==> config.mk <==
export PLATFORM = sky130hd
export DESIGN_NAME = stopwatch_bcd_mux
export DESIGN_NICKNAME = d
export VERILOG_FILES = /design/src/rtl/stopwatch_pkg.sv /design/src/rtl/bcd_to_seg7.sv /design/src/rtl/stopwatch_bcd_mux.sv
export SDC_FILE = /design/constraint.sdc
export NUM_CORES = 1
export LEC_CHECK = 0
export CORE_MARGIN = 2
export CORE_UTILIZATION = 40
export DETAILED_ROUTE_END_ITERATION = 16
export PLACE_DENSITY_LB_ADDON = 0.08
export SLEW_MARGIN = 0
export SYNTH_ARGS = -nofsm -noshare
export SYNTH_HDL_FRONTEND = slang
export SYNTH_HIERARCHICAL = 1
export SYNTH_SLANG_ARGS = --single-unit
==> constraint.sdc <==
create_clock -name clk -period 5.4 [get_ports clk]
set_input_delay 1.08 -clock clk [delete_from_list [all_inputs] [get_ports clk]]
set_output_delay 1.08 -clock clk [all_outputs]
set_load 0.01 [all_outputs]
==> src/rtl/stopwatch_pkg.sv <==
// Shared types and constants for the BCD stopwatch: FSM encoding,
// blank segment pattern and BCD digit width.
package stopwatch_pkg;

  typedef enum logic [1:0] {
    IDLE  = 2'd0,
    RUN   = 2'd1,
    PAUSE = 2'd2
  } state_t;

  localparam logic [6:0] SEG_BLANK = 7'h7F;
  localparam int         BCD_W     = 4;

endpackage

==> src/rtl/bcd_to_seg7.sv <==
// Combinational BCD to active-low seven-segment decoder, segment order {g,f,e,d,c,b,a}.
// Codes 10..15 blank the digit.
module bcd_to_seg7
  import stopwatch_pkg::*;
(
  input  logic [BCD_W-1:0] bcd,
  output logic [6:0]       seg
);

  always_comb begin
    seg = SEG_BLANK;
    case (bcd)
      4'd0: seg = 7'h40;
      4'd1: seg = 7'h79;
      4'd2: seg = 7'h24;
      4'd3: seg = 7'h30;
      4'd4: seg = 7'h19;
      4'd5: seg = 7'h12;
      4'd6: seg = 7'h02;
      4'd7: seg = 7'h78;
      4'd8: seg = 7'h00;
      4'd9: seg = 7'h10;
      default: seg = SEG_BLANK;
    endcase
  end

endmodule

==> src/rtl/stopwatch_bcd_mux.sv <==
// Multi-digit BCD stopwatch with start/pause/clear FSM and scanned active-low 7-seg output.
// Define STOPWATCH_LAP_EN to add a lap-hold display freeze driven by the lap pulse.
module stopwatch_bcd_mux
  import stopwatch_pkg::*;
#(
  parameter int CLK_HZ         = 100000000,
  parameter int TICK_HZ        = 100,
  parameter int NUM_DIGITS     = 4,
  parameter int REFRESH_CYCLES = 100000
) (
  input  logic                  clk,
  input  logic                  reset,
  input  logic                  start,
  input  logic                  stop,
  input  logic                  lap,
  output logic [NUM_DIGITS-1:0] an,
  output logic [6:0]            segment,
  output logic                  running,
  output logic                  overflow
);

  localparam int DIV   = CLK_HZ / TICK_HZ;
  localparam int DIV_W = (DIV > 1) ? $clog2(DIV) : 1;
  localparam int REF_W = (REFRESH_CYCLES > 1) ? $clog2(REFRESH_CYCLES) : 1;
  localparam int IDX_W = (NUM_DIGITS > 1) ? $clog2(NUM_DIGITS) : 1;
  localparam int CNT_W = NUM_DIGITS * BCD_W;

  localparam logic [DIV_W-1:0] DIV_LAST = DIV_W'(DIV - 1);
  localparam logic [REF_W-1:0] REF_LAST = REF_W'(REFRESH_CYCLES - 1);
  localparam logic [IDX_W-1:0] IDX_LAST = IDX_W'(NUM_DIGITS - 1);

  state_t             state_q, state_d;
  logic [DIV_W-1:0]   div_q;
  logic [CNT_W-1:0]   count_q, count_inc, disp_count;
  logic [REF_W-1:0]   refresh_q;
  logic [IDX_W-1:0]   scan_idx_q;
  logic [BCD_W-1:0]   sel_digit;
  logic [6:0]         seg_dec;
  logic               tick, all_nines, clear_cnt;

  always_comb begin
    state_d = state_q;
    case (state_q)
      IDLE:    if (start && !stop) state_d = RUN;
      RUN:     if (stop) state_d = PAUSE;
      PAUSE: begin
        if (stop)       state_d = IDLE;
        else if (start) state_d = RUN;
      end
      default: state_d = IDLE;
    endcase
  end

  assign running   = (state_q == RUN);
  assign tick      = running && (div_q == DIV_LAST);
  assign clear_cnt = (state_q == PAUSE) && stop;

  // Ripple the increment through the digits; carry surviving all digits means all-9s.
  always_comb begin
    logic carry;
    carry     = 1'b1;
    count_inc = count_q;
    for (int k = 0; k < NUM_DIGITS; k++) begin
      if (carry) begin
        if (count_q[k*BCD_W +: BCD_W] == BCD_W'(9)) begin
          count_inc[k*BCD_W +: BCD_W] = '0;
        end else begin
          count_inc[k*BCD_W +: BCD_W] = count_q[k*BCD_W +: BCD_W] + BCD_W'(1);
          carry = 1'b0;
        end
      end
    end
    all_nines = carry;
  end

  always_ff @(posedge clk) begin
    if (reset) begin
      state_q  <= IDLE;
      div_q    <= '0;
      count_q  <= '0;
      overflow <= 1'b0;
    end else begin
      state_q  <= state_d;
      overflow <= tick && all_nines;
      // The divider holds through PAUSE so partial tick periods survive a pause.
      if (running)
        div_q <= tick ? '0 : div_q + DIV_W'(1);
      else if (state_d == IDLE)
        div_q <= '0;
      if (clear_cnt)
        count_q <= '0;
      else if (tick)
        count_q <= count_inc;
    end
  end

`ifdef STOPWATCH_LAP_EN
  logic             held_q;
  logic [CNT_W-1:0] hold_q;

  always_ff @(posedge clk) begin
    if (reset) begin
      held_q <= 1'b0;
      hold_q <= '0;
    end else if (state_d == IDLE) begin
      held_q <= 1'b0;
    end else if (running && lap && !stop) begin
      held_q <= !held_q;
      if (!held_q) hold_q <= count_q;
    end
  end

  assign disp_count = held_q ? hold_q : count_q;
`else
  logic unused_lap;
  assign unused_lap = lap;
  assign disp_count = count_q;
`endif

  always_comb begin
    sel_digit = '0;
    for (int k = 0; k < NUM_DIGITS; k++) begin
      if (scan_idx_q == IDX_W'(k)) sel_digit = disp_count[k*BCD_W +: BCD_W];
    end
  end

  bcd_to_seg7 u_dec (
    .bcd (sel_digit),
    .seg (seg_dec)
  );

  // Scan stage: an/segment are registered from the current index, so they trail it by one clock.
  always_ff @(posedge clk) begin
    if (reset) begin
      refresh_q  <= '0;
      scan_idx_q <= '0;
      an         <= '1;
      segment    <= SEG_BLANK;
    end else begin
      if (refresh_q == REF_LAST) begin
        refresh_q  <= '0;
        scan_idx_q <= (scan_idx_q == IDX_LAST) ? '0 : scan_idx_q + IDX_W'(1);
      end else begin
        refresh_q <= refresh_q + REF_W'(1);
      end
      an      <= ~(NUM_DIGITS'(1) << scan_idx_q);
      segment <= seg_dec;
    end
  end

endmodule

======== Word level (Yosys, flattened, before mapping) ========
Memory sizes are Yosys's and may differ from the RTL's. A register that Yosys moved wholly into a read port is not among the register bits.
Index checks and enable logic that the tools add are counted.
word-level totals
  flip-flop bits (word level) ............. 62
  ROM bits ................................ 112
  input port bits ......................... 5
  logic and storage cells ................. 69
  memories ................................ 1
operators by class
  add/sub/neg operators ................... 7
  equality and inequality tests ........... 11
  shifts and indexed selects .............. 1
  mux-type cells .......................... 24
  bitwise logic cells ..................... 1
  reduce and logical (&&, ||, !) cells .... 14
memories
  name              words  bits a word  read ports  clocked after memory_dff  write ports  RTL line           RTL
  (name not given)  16     7            1           1                         0            bcd_to_seg7.sv:12  case (bcd)
operator list
  cell                                                                   count
  20-bit 2-to-1 mux                                                      3
  4-bit 2-to-1 mux                                                       8
  20-bit by 1-bit adder with 20-bit output, second input constant        1
  20-bit equality test, second input constant                            1
  17-bit by 1-bit adder with 17-bit output, second input constant        1
  17-bit equality test, second input constant                            1
  4-bit by 1-bit adder with 4-bit output, second input constant          4
  4-bit equality test, second input constant                             4
  2-bit 2-to-1 mux                                                       5
  1-bit 2-to-1 mux                                                       7
  2-bit equality test, second input constant                             3
  2-bit logical NOT                                                      3
  2-bit case mux with 3 select lines                                     1
  2-bit AND reduction                                                    3
  2-bit by 1-bit equality test with 1-bit output, second input constant  2
  1-bit logical AND                                                      4
  4-bit inverter                                                         1
  2-bit OR reduction                                                     2
  1-bit by 2-bit left shift with 4-bit output, first input constant      1
  2-bit by 1-bit adder with 2-bit output, second input constant          1
  2-bit nonzero test                                                     1
  1-bit logical NOT                                                      1

======== Depth between registers and ports, before layout ========
Gate-level depths: netlist of run 1.
  word-level depth ........................ 7
  gate-level depth with buffers ........... 12

======== Modules after synthesis ========
The synthesis of run 1 kept the hierarchy.
modules (own cells, without submodules)
  module             times used  cells an instance  area each (µm²)  seq. area each (µm²)
  stopwatch_bcd_mux  1           397                3343.2           1381.3
  bcd_to_seg7        1           33                 210.2            0.0

======== Worst setup path before layout of run 1 ========
Ideal clock, no wire load.
  path kind ............................... register to register
  start point ............................. register scan_idx_q[1]
  end point ............................... register segment[0]
  data arrival time ....................... 2.387 ns
  data required time ...................... 5.277 ns
  path slack .............................. 2.890 ns
  stages on the path, launching flop included .. 13
  buffers on the path ..................... 0
  path through ............................ dfxtp_1 inv_1 ha_1 nand3b_1 a21oi_1 a21oi_1 o21ai_0 inv_1 ha_1 or2_1 a21oi_2 nor2_1 or2_2
on the way
  cells in the longest elaborated chain, start to end .. 5
  elaborated cells between the ends (all ways) .. 8
  classes of those cells .................. eq/ne: 3; mux: 4; reduce/logical: 1
RTL lines
  element                         RTL line                  RTL
  start: declaration              stopwatch_bcd_mux.sv:36   logic [IDX_W-1:0] scan_idx_q;
  start signal: assignment        stopwatch_bcd_mux.sv:142  scan_idx_q <= (scan_idx_q == IDX_LAST) ? '0 : scan_idx_q + IDX_W'(1);
  2-bit logical NOT               stopwatch_bcd_mux.sv:123  if (scan_idx_q == IDX_W'(k)) sel_digit = disp_count[k*BCD_W +: BCD_W];
  4-bit 2-to-1 mux (3 in series)  stopwatch_bcd_mux.sv:123
  4-bit 2-to-1 mux (*)            stopwatch_bcd_mux.sv:123
  net sel_digit[1]                stopwatch_bcd_mux.sv:37   logic [BCD_W-1:0] sel_digit;
  end: declaration                stopwatch_bcd_mux.sv:17   output logic [6:0] segment,
Mark *: on every way through the listed nets, which the timed path passes. The rest lies on a longest branch.
A chain may end at the register's enable or synchronous reset.

======== Worst setup path in the final report of run 1 ========
  start point ............................. register scan_idx_q[1]
  end point ............................... register segment[3]
Same word-level chain as after synthesis.

==> results of run 1 <==
==> layout make-up <==
class	instances	area (um2)	share of cell area (%)
Clock buffer	10	137.6	3.443
Clock inverter	6	110.1	2.754
Inverter	20	75.07	1.878
Multi-Input combinational cell	324	1991	49.80
Sequential cell	69	1381	34.55
Tap cell	108	135.1	3.380
Timing Repair Buffer	17	167.7	4.194
==> through the flow <==
stage               cells  power, mW  setup WS, ns  hold slack (ns)
floorplan             430     0.5509         2.890           0.4176
global placement      538     0.5653         2.139           0.4308
detailed placement    538     0.5657         2.105           0.4401
CTS                   554      1.097         2.431           0.4511
global route          554      1.121         2.180           0.4933
finish                554      1.077         2.435           0.4656
==> metal layers <==
| metal | vias up | GRT usage (%) | wire length [um] |
|---|---|---|---|
| met5 | - | 0 | 0 |
| met4 | 0 | 6.744 | 132 |
| li1 | 1523 | - | - |
| met3 | 10 | 2.935 | 174 |
| met1 | 1302 | 21.86 | 3746 |
| met2 | 28 | 22.66 | 2955 |
==> cells by family (layout without fill, tap and decap cells) <==
kind of cell             after synthesis  after routing  synth area share, %
buffers and inverters                 37             53                5.105
XOR/XNOR                              23             23                5.669
multiplexers                           6              6                1.690
flip-flops                            69             69                38.87
adder cells (fa/ha/maj)               11             11                3.873
AO/OA/AOI/OAI                         87             87                13.63
AND/OR/NAND/NOR                      197            197                31.16
==> synth_stat cells, types with 2 or more instances <==
| cell | n |
|---|---|
| dfxtp_1 | 69 |
| nor2_1 | 46 |
| a21oi_1 | 35 |
| nand2_1 | 33 |
| o21ai_0 | 33 |
| nand3_1 | 23 |
| inv_1 | 20 |
| xor2_1 | 15 |
| nand2b_1 | 12 |
| ha_1 | 11 |
| or3_1 | 10 |
| and4_1 | 9 |
| nand4_1 | 9 |
| nor3_1 | 8 |
| or2_2 | 8 |
| xnor2_1 | 8 |
| and3_1 | 6 |
| clkbuf_1 | 6 |
| mux2i_1 | 6 |
| a31oi_1 | 5 |
| nand3b_1 | 5 |
| nor2b_1 | 5 |
| buf_2 | 4 |
| a21o_1 | 3 |
| buf_4 | 3 |
| nor4_1 | 3 |
| a22oi_1 | 2 |
| and2_1 | 2 |
| buf_6 | 2 |
| nand4bb_1 | 2 |
| nor3_2 | 2 |
| o31ai_1 | 2 |
==> flip-flops by register name, indices dropped and copies added (netlist names) <==
name,cells
an,4
segment,7
state_q,2
refresh_q,17
div_q,20
count_q,16
overflow,1
scan_idx_q,2
==> worst min path at each step <==
stage,endpoint,slack [ns],depth (start not counted)
after floorplan,refresh_q[0],0.42,1
after global placement,refresh_q[0],0.43,1
after detailed placement,refresh_q[0],0.44,1
after CTS,refresh_q[0],0.45,1
after global routing,refresh_q[0],0.49,1
final,refresh_q[0],0.47,1
==> power breakdown <==
| part | total [mW] | switching, mW | internal, mW |
|---|---|---|---|
| logic | 0.0361 | 0.0207 | 0.0154 |
| clock network | 0.524 | 0.205 | 0.318 |
| registers | 0.517 | 0.00305 | 0.514 |
==> impl_metrics.tcl, run 1 <==
set metrics [dict create \
    p_leak_nw 1.397 \
    drt_first_pass_iters 4 \
    wire_per_inst_um 12.65 \
    worst_setup_path_start_kind "register" \
    crit_start "scan_idx_q[1]" \
    drtAntennaViolNets 0 \
    yosysSeqAreaShare_pct 38.87 \
    cts_tree "built" \
    final_cell_mix "dfxtp_1 (69), nor2_1 (46), a21oi_1 (35), nand2_1 (33), o21ai_0 (33)" \
    finalHoldViolCount 0 \
    path_delay_family "compound AO/OA/AOI/OAI gates" \
    die_y_um 98.25 \
    vias 2863 \
    finalWirelength_mm 7.008 \
    route.detailed.drc 0 \
    worst-path-buf-inv 2 \
    post-route-cell-area_um2 3998 \
    avgSynthCellArea_um2 8.264 \
    hold_buffers 0 \
    cts_resized 0 \
    rsz0062_at_grt "no" \
    root_buffer "clkbuf_8" \
    yosysWarningCount 6 \
    core_um2 8678 \
    fin_crit_sh_pct 54.90 \
    numPortBuffers 16 \
    nets 457 \
    slowest_stage "o21ai_0" \
    track_usage_pct 15.36 \
    rows 34 \
    synth_seq_cells 69 \
    endpoint_kind "register" \
    grt_pass1_vias 2606 \
    synth.distinct_cells 55 \
    final_core_util_pct 46.06 \
    grt_overflow_total 0 \
    cts_max_path_buffers 2 \
    grt_pass1_wl_mm 12.20 \
    syn_to_final_growth_pct 12.50 \
    numCtsBuffers 9 \
    ios 18 \
    synth_flop_cell "dfxtp_1" \
    synth_top_cell_area_share_pct 38.87 \
    grt_max_degree 25 \
    cts_setup_buffers 0 \
    synth_edf_count 0 \
    critical_path_class "register to register" \
    place.gp.congestion 0.7829 \
    vias_per_cell 5.168 \
    async_flop_share_pct 0 \
    synth.net_count 446 \
    cap_violations 0 \
    yosysTopAreaCell "dfxtp_1" \
    arrival_ns 3.21 \
    setup_viol_count_final 0 \
    drive_gt1_share_pct 8.520 \
    power_density_nw_per_um2 269.4 \
    fp.dieW_um 98.25 \
    critPathMaxStageDelay_ns 0.53 \
    synth.area.top_cells "dfxtp_1 (39%), a21oi_1 (4.9%), nor2_1 (4.9%)" \
    timing.rr.start "scan_idx_q[1]" \
    skew_ns 0.009105 \
    period_minus_slack_ns 2.965 \
    clock_latency_ns 0.35 \
    cts.clk_slew.worst_paths_ns 0.08 \
    antennaDiodeCount 0 \
    r2r_slack_ns 2.44 \
    hp-start "refresh_q[0]" \
    max_freq_mhz 337.3 \
    tightest_slew_ns 0.9652 \
    slew_headroom_pct 34.97 \
    r2r.worst_path.cells 12 \
    dieArea_um2 9653 \
    peakVddDrop_mv 0.1434 \
    cp_max_fo 9 \
    path_cells "inv_1 -> ha_1 -> nand3b_1 -> a21oi_1 -> a21oi_1 -> o21ai_0 -> inv_1 -> ha_1 -> or2_1 -> a21oi_2 -> a31oi_1 -> or2_2" \
    syn_inst 430 \
    initial_core_util_pct 40.95 \
    reg2reg_to "segment[3]" \
    layout_commonest_cell "dfxtp_1" \
    finalSetupTns_ns 0 \
    post_dp_cell_area_um2 3750 \
    netlist_area_um2 3553 \
    hpwl_mm 4.776 \
    cts_max_level 3 \
    crit_end "segment[3]" \
    hp-class "register to register" \
    clock-sinks 69 \
    dr.first_iter.drc_count 120 \
    crit_required_ns 5.64 \
    status "finished clean" \
    n_fill_cell 895 \
    cp_num_cells 12 \
    final_max_slew_viol_count 0 \
    grt_antenna_before_repair 0 \
]
Note: power is estimated with default switching activity, not from simulation.
==> run 2: changes to the inputs <==
clock period = 2.8 ns   (was 5.4 ns; I/O delays follow)
==> run 2 against run 1 <==
Combinational power grew 100%. Maximum frequency grew 22%. Global-route usage grew 0.23 points. Non-clock buffer count grew 9. Hold slack lost 0.016 ns. Worst setup slack lost 2.1 ns.
==> impl_metrics.tcl, run 2 (synthesis results as in run 1) <==
set metrics [dict create \
    nets 466 \
    dp.cells 547 \
    final_max_slew_viol_count 0 \
    hpwl_mm 5.064 \
    hp-start "refresh_q[0]" \
    route.detailed.drc 0 \
    period_minus_slack_ns 2.436 \
    grt_pass1_vias 2695 \
    power_density_nw_per_um2 483.4 \
    finalHoldViolCount 0 \
    place.gp.congestion 0.7721 \
    clock-sinks 69 \
    layout_commonest_cell "dfxtp_1" \
    endpoint_kind "register" \
    largest_reg_flops 20 \
    whs_endpoint "refresh_q[0]" \
    die_y_um 98.25 \
    finalWirelength_mm 7.067 \
    path_cells "inv_1 -> ha_1 -> nand3b_1 -> a21oi_1 -> a21oi_1 -> o21ai_0 -> inv_1 -> ha_1 -> or2_1 -> a21oi_2 -> nor2_1 -> or2_2" \
    setup_viol_count_final 0 \
    vias 2925 \
    n_fill_cell 897 \
    path_delay_family "simple AND/OR/NAND/NOR gates" \
    pre_cts_slack_ns 0.3486 \
    finalSetupTns_ns 0 \
    critical_path_class "register to register" \
    p_leak_nw 1.430 \
    max_freq_mhz 410.5 \
    dr.first_iter.drc_count 85 \
    cts_tree "built" \
    rsz0062_at_grt "no" \
    drtAntennaViolNets 0 \
    wire_per_inst_um 12.55 \
    skew_ns 0.01315 \
    worst_setup_path_start_kind "register" \
    antennaDiodeCount 0 \
    arrival_ns 2.66 \
    grt_antenna_before_repair 0 \
    grt_pass1_wl_mm 12.59 \
    timing.rr.start "scan_idx_q[1]" \
    cts_resized 0 \
    initial_core_util_pct 40.95 \
    peakVddDrop_mv 0.2246 \
    rows 34 \
    cap_violations 0 \
    critPathMaxStageDelay_ns 0.38 \
    slowest_stage "dfxtp_1" \
    regMostFlops "div_q" \
    reg.largest.list "div_q x20, refresh_q x17, count_q x16" \
    cts_max_level 3 \
    cp_max_fo 9 \
    instances_no_fill 563 \
    cts_setup_buffers 0 \
    final_cell_mix "dfxtp_1 (69), nor2_1 (46), a21oi_1 (35), nand2_1 (33), o21ai_0 (33)" \
    fin_crit_sh_pct 87.01 \
    hp-class "register to register" \
    drt_first_pass_iters 4 \
    root_buffer "clkbuf_8" \
    syn_to_final_growth_pct 13.45 \
    core_um2 8678 \
    drive_gt1_share_pct 10.33 \
    r2r.worst_path.cells 12 \
    dieArea_um2 9653 \
    worst-path-buf-inv 2 \
    track_usage_pct 15.59 \
    fin_ws_ns 0.3638 \
    cts.clk_slew.worst_paths_ns 0.07 \
    tightest_slew_ns 0.5790 \
    slew_headroom_pct 61.04 \
    grt_max_degree 24 \
    reg2reg_to "segment[0]" \
    clock_latency_ns 0.34 \
    cts_max_path_buffers 2 \
    fp.dieW_um 98.25 \
    hold_buffers 0 \
    whs_ns 0.4497 \
    status "finished clean" \
    numCtsBuffers 9 \
    r2r_slack_ns 0.36 \
    numPortBuffers 16 \
    min_path_cells 1 \
    vias_per_cell 5.195 \
    grt_overflow_total 0 \
    crit_required_ns 3.03 \
    ios 18 \
]
run 2: cell count changes in the layout (fill, tap and decap cells not counted), sizes merged:
cell    previous run  this run
buf                1        10
bufinv             3         2
clkinv             1         3
clkbuf            10         9
run 2: worst max-delay path by stage:
| stage | from | cells past startpoint | end | slack [ns] |
|---|---|---|---|---|
| finish | scan_idx_q[1] | 12 | segment[0] | 0.36 |
| global route | scan_idx_q[1] | 11 | segment[1] | 0.13 |
| CTS | scan_idx_q[1] | 12 | segment[0] | 0.32 |
| detailed placement | scan_idx_q[1] | 12 | segment[0] | 0.35 |
| global placement | scan_idx_q[1] | 12 | segment[0] | 0.38 |
| floorplan | scan_idx_q[1] | 12 | segment[0] | 0.29 |
run 2: layer usage:
metal,GRT usage (%),share of wire [%],up-vias
met5,0,0,-
met4,5.374,0.99,0
met3,3.006,2.2,8
met2,23.71,44,26
met1,22.20,53,1356
li1,-,-,1535
run 2: metrics by stage:
| stage | area (um2) | util [%] | power [mW] |
|---|---|---|---|
| 6_report | 4031 | 46.45 | 1.949 |
| 5_1_grt | 4031 | 46.45 | 2.037 |
| 4_1_cts | 4031 | 46.45 | 1.986 |
| 3_5_place_dp | 3817 | 43.99 | 1.094 |
| 3_3_place_gp | 3817 | 43.99 | 1.094 |
| 2_1_floorplan | 3553 | - | 1.062 |
run 2: layout make-up:
class	instances	area, um2	area share (%)
clock buffers	9	123.9	3.073
well taps	108	135.1	3.352
repair buffers	26	235.2	5.835
multi-input cells	324	1991	49.38
clock inverters	7	90.09	2.235
inverters	20	75.07	1.862
flip-flops and latches	69	1381	34.26
run 2: worst reg2reg max path: stages (launching register included):
cell and delay, ns:
dfxtp_1 0.38, inv_1 0.08, ha_1 0.26, nand3b_1 0.19
a21oi_1 0.15, a21oi_1 0.05, o21ai_0 0.21, inv_1 0.12
ha_1 0.19, or2_1 0.23, a21oi_2 0.15, nor2_1 0.05
or2_2 0.26
run 2: power breakdown:
group | switching (mW) | internal (mW) | leakage [nW] | total (mW)
registers | 0.00555 | 0.991 | 0.559 | 0.997
logic | 0.0400 | 0.0325 | 0.766 | 0.0725
clock network | 0.383 | 0.496 | 0.105 | 0.879
total | 0.429 | 1.52 | 1.43 | 1.95
==> run 3: changes to the inputs <==
RECOVER_POWER = 25   (was unset)
==> run 3 against run 2 <==
Clock power barely moved. Count of clock-buffer cells in the layout unchanged. Maximum frequency is 0.26% lower.
==> impl_metrics.tcl, run 3 (synthesis results as in run 1) <==
set metrics [dict create \
    hpwl_mm 5.064 \
    arrival_ns 2.67 \
    fin_ws_ns 0.3575 \
    grt_pass1_wl_mm 12.59 \
    nets 466 \
    slowest_stage "dfxtp_1" \
    drive_gt1_share_pct 10.11 \
    root_buffer "clkbuf_8" \
    finalWirelength_mm 7.073 \
    numCtsBuffers 9 \
    place.gp.congestion 0.7721 \
    worst_setup_path_start_kind "register" \
    crit_required_ns 3.03 \
    grt_antenna_before_repair 0 \
    hp-start "refresh_q[0]" \
    clock_latency_ns 0.35 \
    regMostFlops "div_q" \
    dieArea_um2 9653 \
    endpoint_kind "register" \
    final_cell_mix "dfxtp_1 (69), nor2_1 (46), a21oi_1 (35), nand2_1 (33), o21ai_0 (33)" \
    initial_core_util_pct 40.95 \
    r2r.worst_path.cells 12 \
    power_density_nw_per_um2 483.8 \
    peakVddDrop_mv 0.2247 \
    n_fill_cell 900 \
    skew_ns 0.01240 \
    finalHoldViolCount 0 \
    timing.rr.start "scan_idx_q[1]" \
    status "finished clean" \
    path_cells "inv_1 -> ha_1 -> nand3b_1 -> a21oi_1 -> a21oi_1 -> o21ai_0 -> inv_1 -> ha_1 -> or2_1 -> a21oi_2 -> nor2_1 -> or2_2" \
    largest_reg_flops 20 \
    pre_cts_slack_ns 0.3486 \
    fin_crit_sh_pct 87.23 \
    cts_resized 0 \
    cts_setup_buffers 0 \
    rows 34 \
    p_leak_nw 1.424 \
    cts_tree "built" \
    grt_pass1_vias 2695 \
    finalSetupTns_ns 0 \
    vias_per_cell 5.210 \
    slew_headroom_pct 44.58 \
    core_um2 8678 \
    route.detailed.drc 0 \
    antennaDiodeCount 0 \
    ios 18 \
    vias 2933 \
    r2r_slack_ns 0.36 \
    hp-class "register to register" \
    clock-sinks 69 \
    grt_overflow_total 0 \
    die_y_um 98.25 \
    reg2reg_to "segment[0]" \
    drtAntennaViolNets 0 \
    cap_violations 0 \
    fp.dieW_um 98.25 \
    cts_max_path_buffers 2 \
    critical_path_class "register to register" \
    drt_first_pass_iters 4 \
    dr.first_iter.drc_count 102 \
    grt_max_degree 24 \
    critPathMaxStageDelay_ns 0.38 \
    syn_to_final_growth_pct 13.27 \
    rsz0062_at_grt "no" \
    setup_viol_count_final 0 \
    track_usage_pct 15.59 \
    reg.largest.list "div_q x20, refresh_q x17, count_q x16" \
    min_path_cells 1 \
    cts.clk_slew.worst_paths_ns 0.07 \
    wire_per_inst_um 12.56 \
    hold_buffers 0 \
    period_minus_slack_ns 2.442 \
    final_max_slew_viol_count 0 \
    max_freq_mhz 409.4 \
    cts_max_level 3 \
    cp_max_fo 9 \
    numPortBuffers 16 \
    whs_endpoint "refresh_q[0]" \
    tightest_slew_ns 0.8313 \
    layout_commonest_cell "dfxtp_1" \
]
[run 3: how the worst max path moves through the flow]
stage | start | endpoint | slack, ns | depth (start not counted)
after floorplan | scan_idx_q[1] | segment[0] | 0.29 | 12
after global placement | scan_idx_q[1] | segment[0] | 0.38 | 12
after detailed placement | scan_idx_q[1] | segment[0] | 0.35 | 12
after CTS | scan_idx_q[1] | segment[0] | 0.32 | 12
after global routing | scan_idx_q[1] | segment[1] | 0.13 | 11
final | scan_idx_q[1] | segment[0] | 0.36 | 12
[run 3: where the power goes]
| part | internal (mW) | total (mW) | switching (mW) |
|---|---|---|---|
| sequential | 0.991 | 0.997 | 0.00546 |
| combinational | 0.0303 | 0.0705 | 0.0402 |
| clock | 0.496 | 0.880 | 0.384 |
[run 3: final cells by class]
class	count	area, um2	share of cell area (%)
multi-input cells	324	1991	49.46
flip-flops and latches	69	1381	34.32
repair buffers	26	229.0	5.689
well taps	108	135.1	3.357
clock buffers	9	123.9	3.077
clock inverters	7	90.09	2.238
inverters	20	75.07	1.865
[run 3: worst max-delay path: cells and delay by family (launching register included)]
kind | cells | cell delay [ns]
compound gates | 4 | 0.56
buf+inv | 2 | 0.20
fa+ha+maj | 2 | 0.45
flops | 1 | 0.38
simple gates | 4 | 0.73
[run 3: metal layers]
metal / track usage (%) / wire length, um / up-vias
met2: 23.71 / 3103 / 32
li1: - / - / 1534
met3: 3.006 / 187 / 11
met5: 0 / 0 / -
met4: 5.374 / 85 / 0
met1: 22.20 / 3696 / 1356
[run 3: metrics by stage]
step	cells	cell area (um2)	total power, mW	hold slack (ns)	utilization, %
5_1_grt	563	4025	2.034	0.4809	46.38
3_5_place_dp	547	3817	1.094	0.4402	43.99
3_3_place_gp	547	3817	1.094	0.4288	43.99
4_1_cts	563	4031	1.986	0.4553	46.45
6_report	563	4025	1.947	0.4497	46.38
2_1_floorplan	430	3553	1.062	0.4176	-
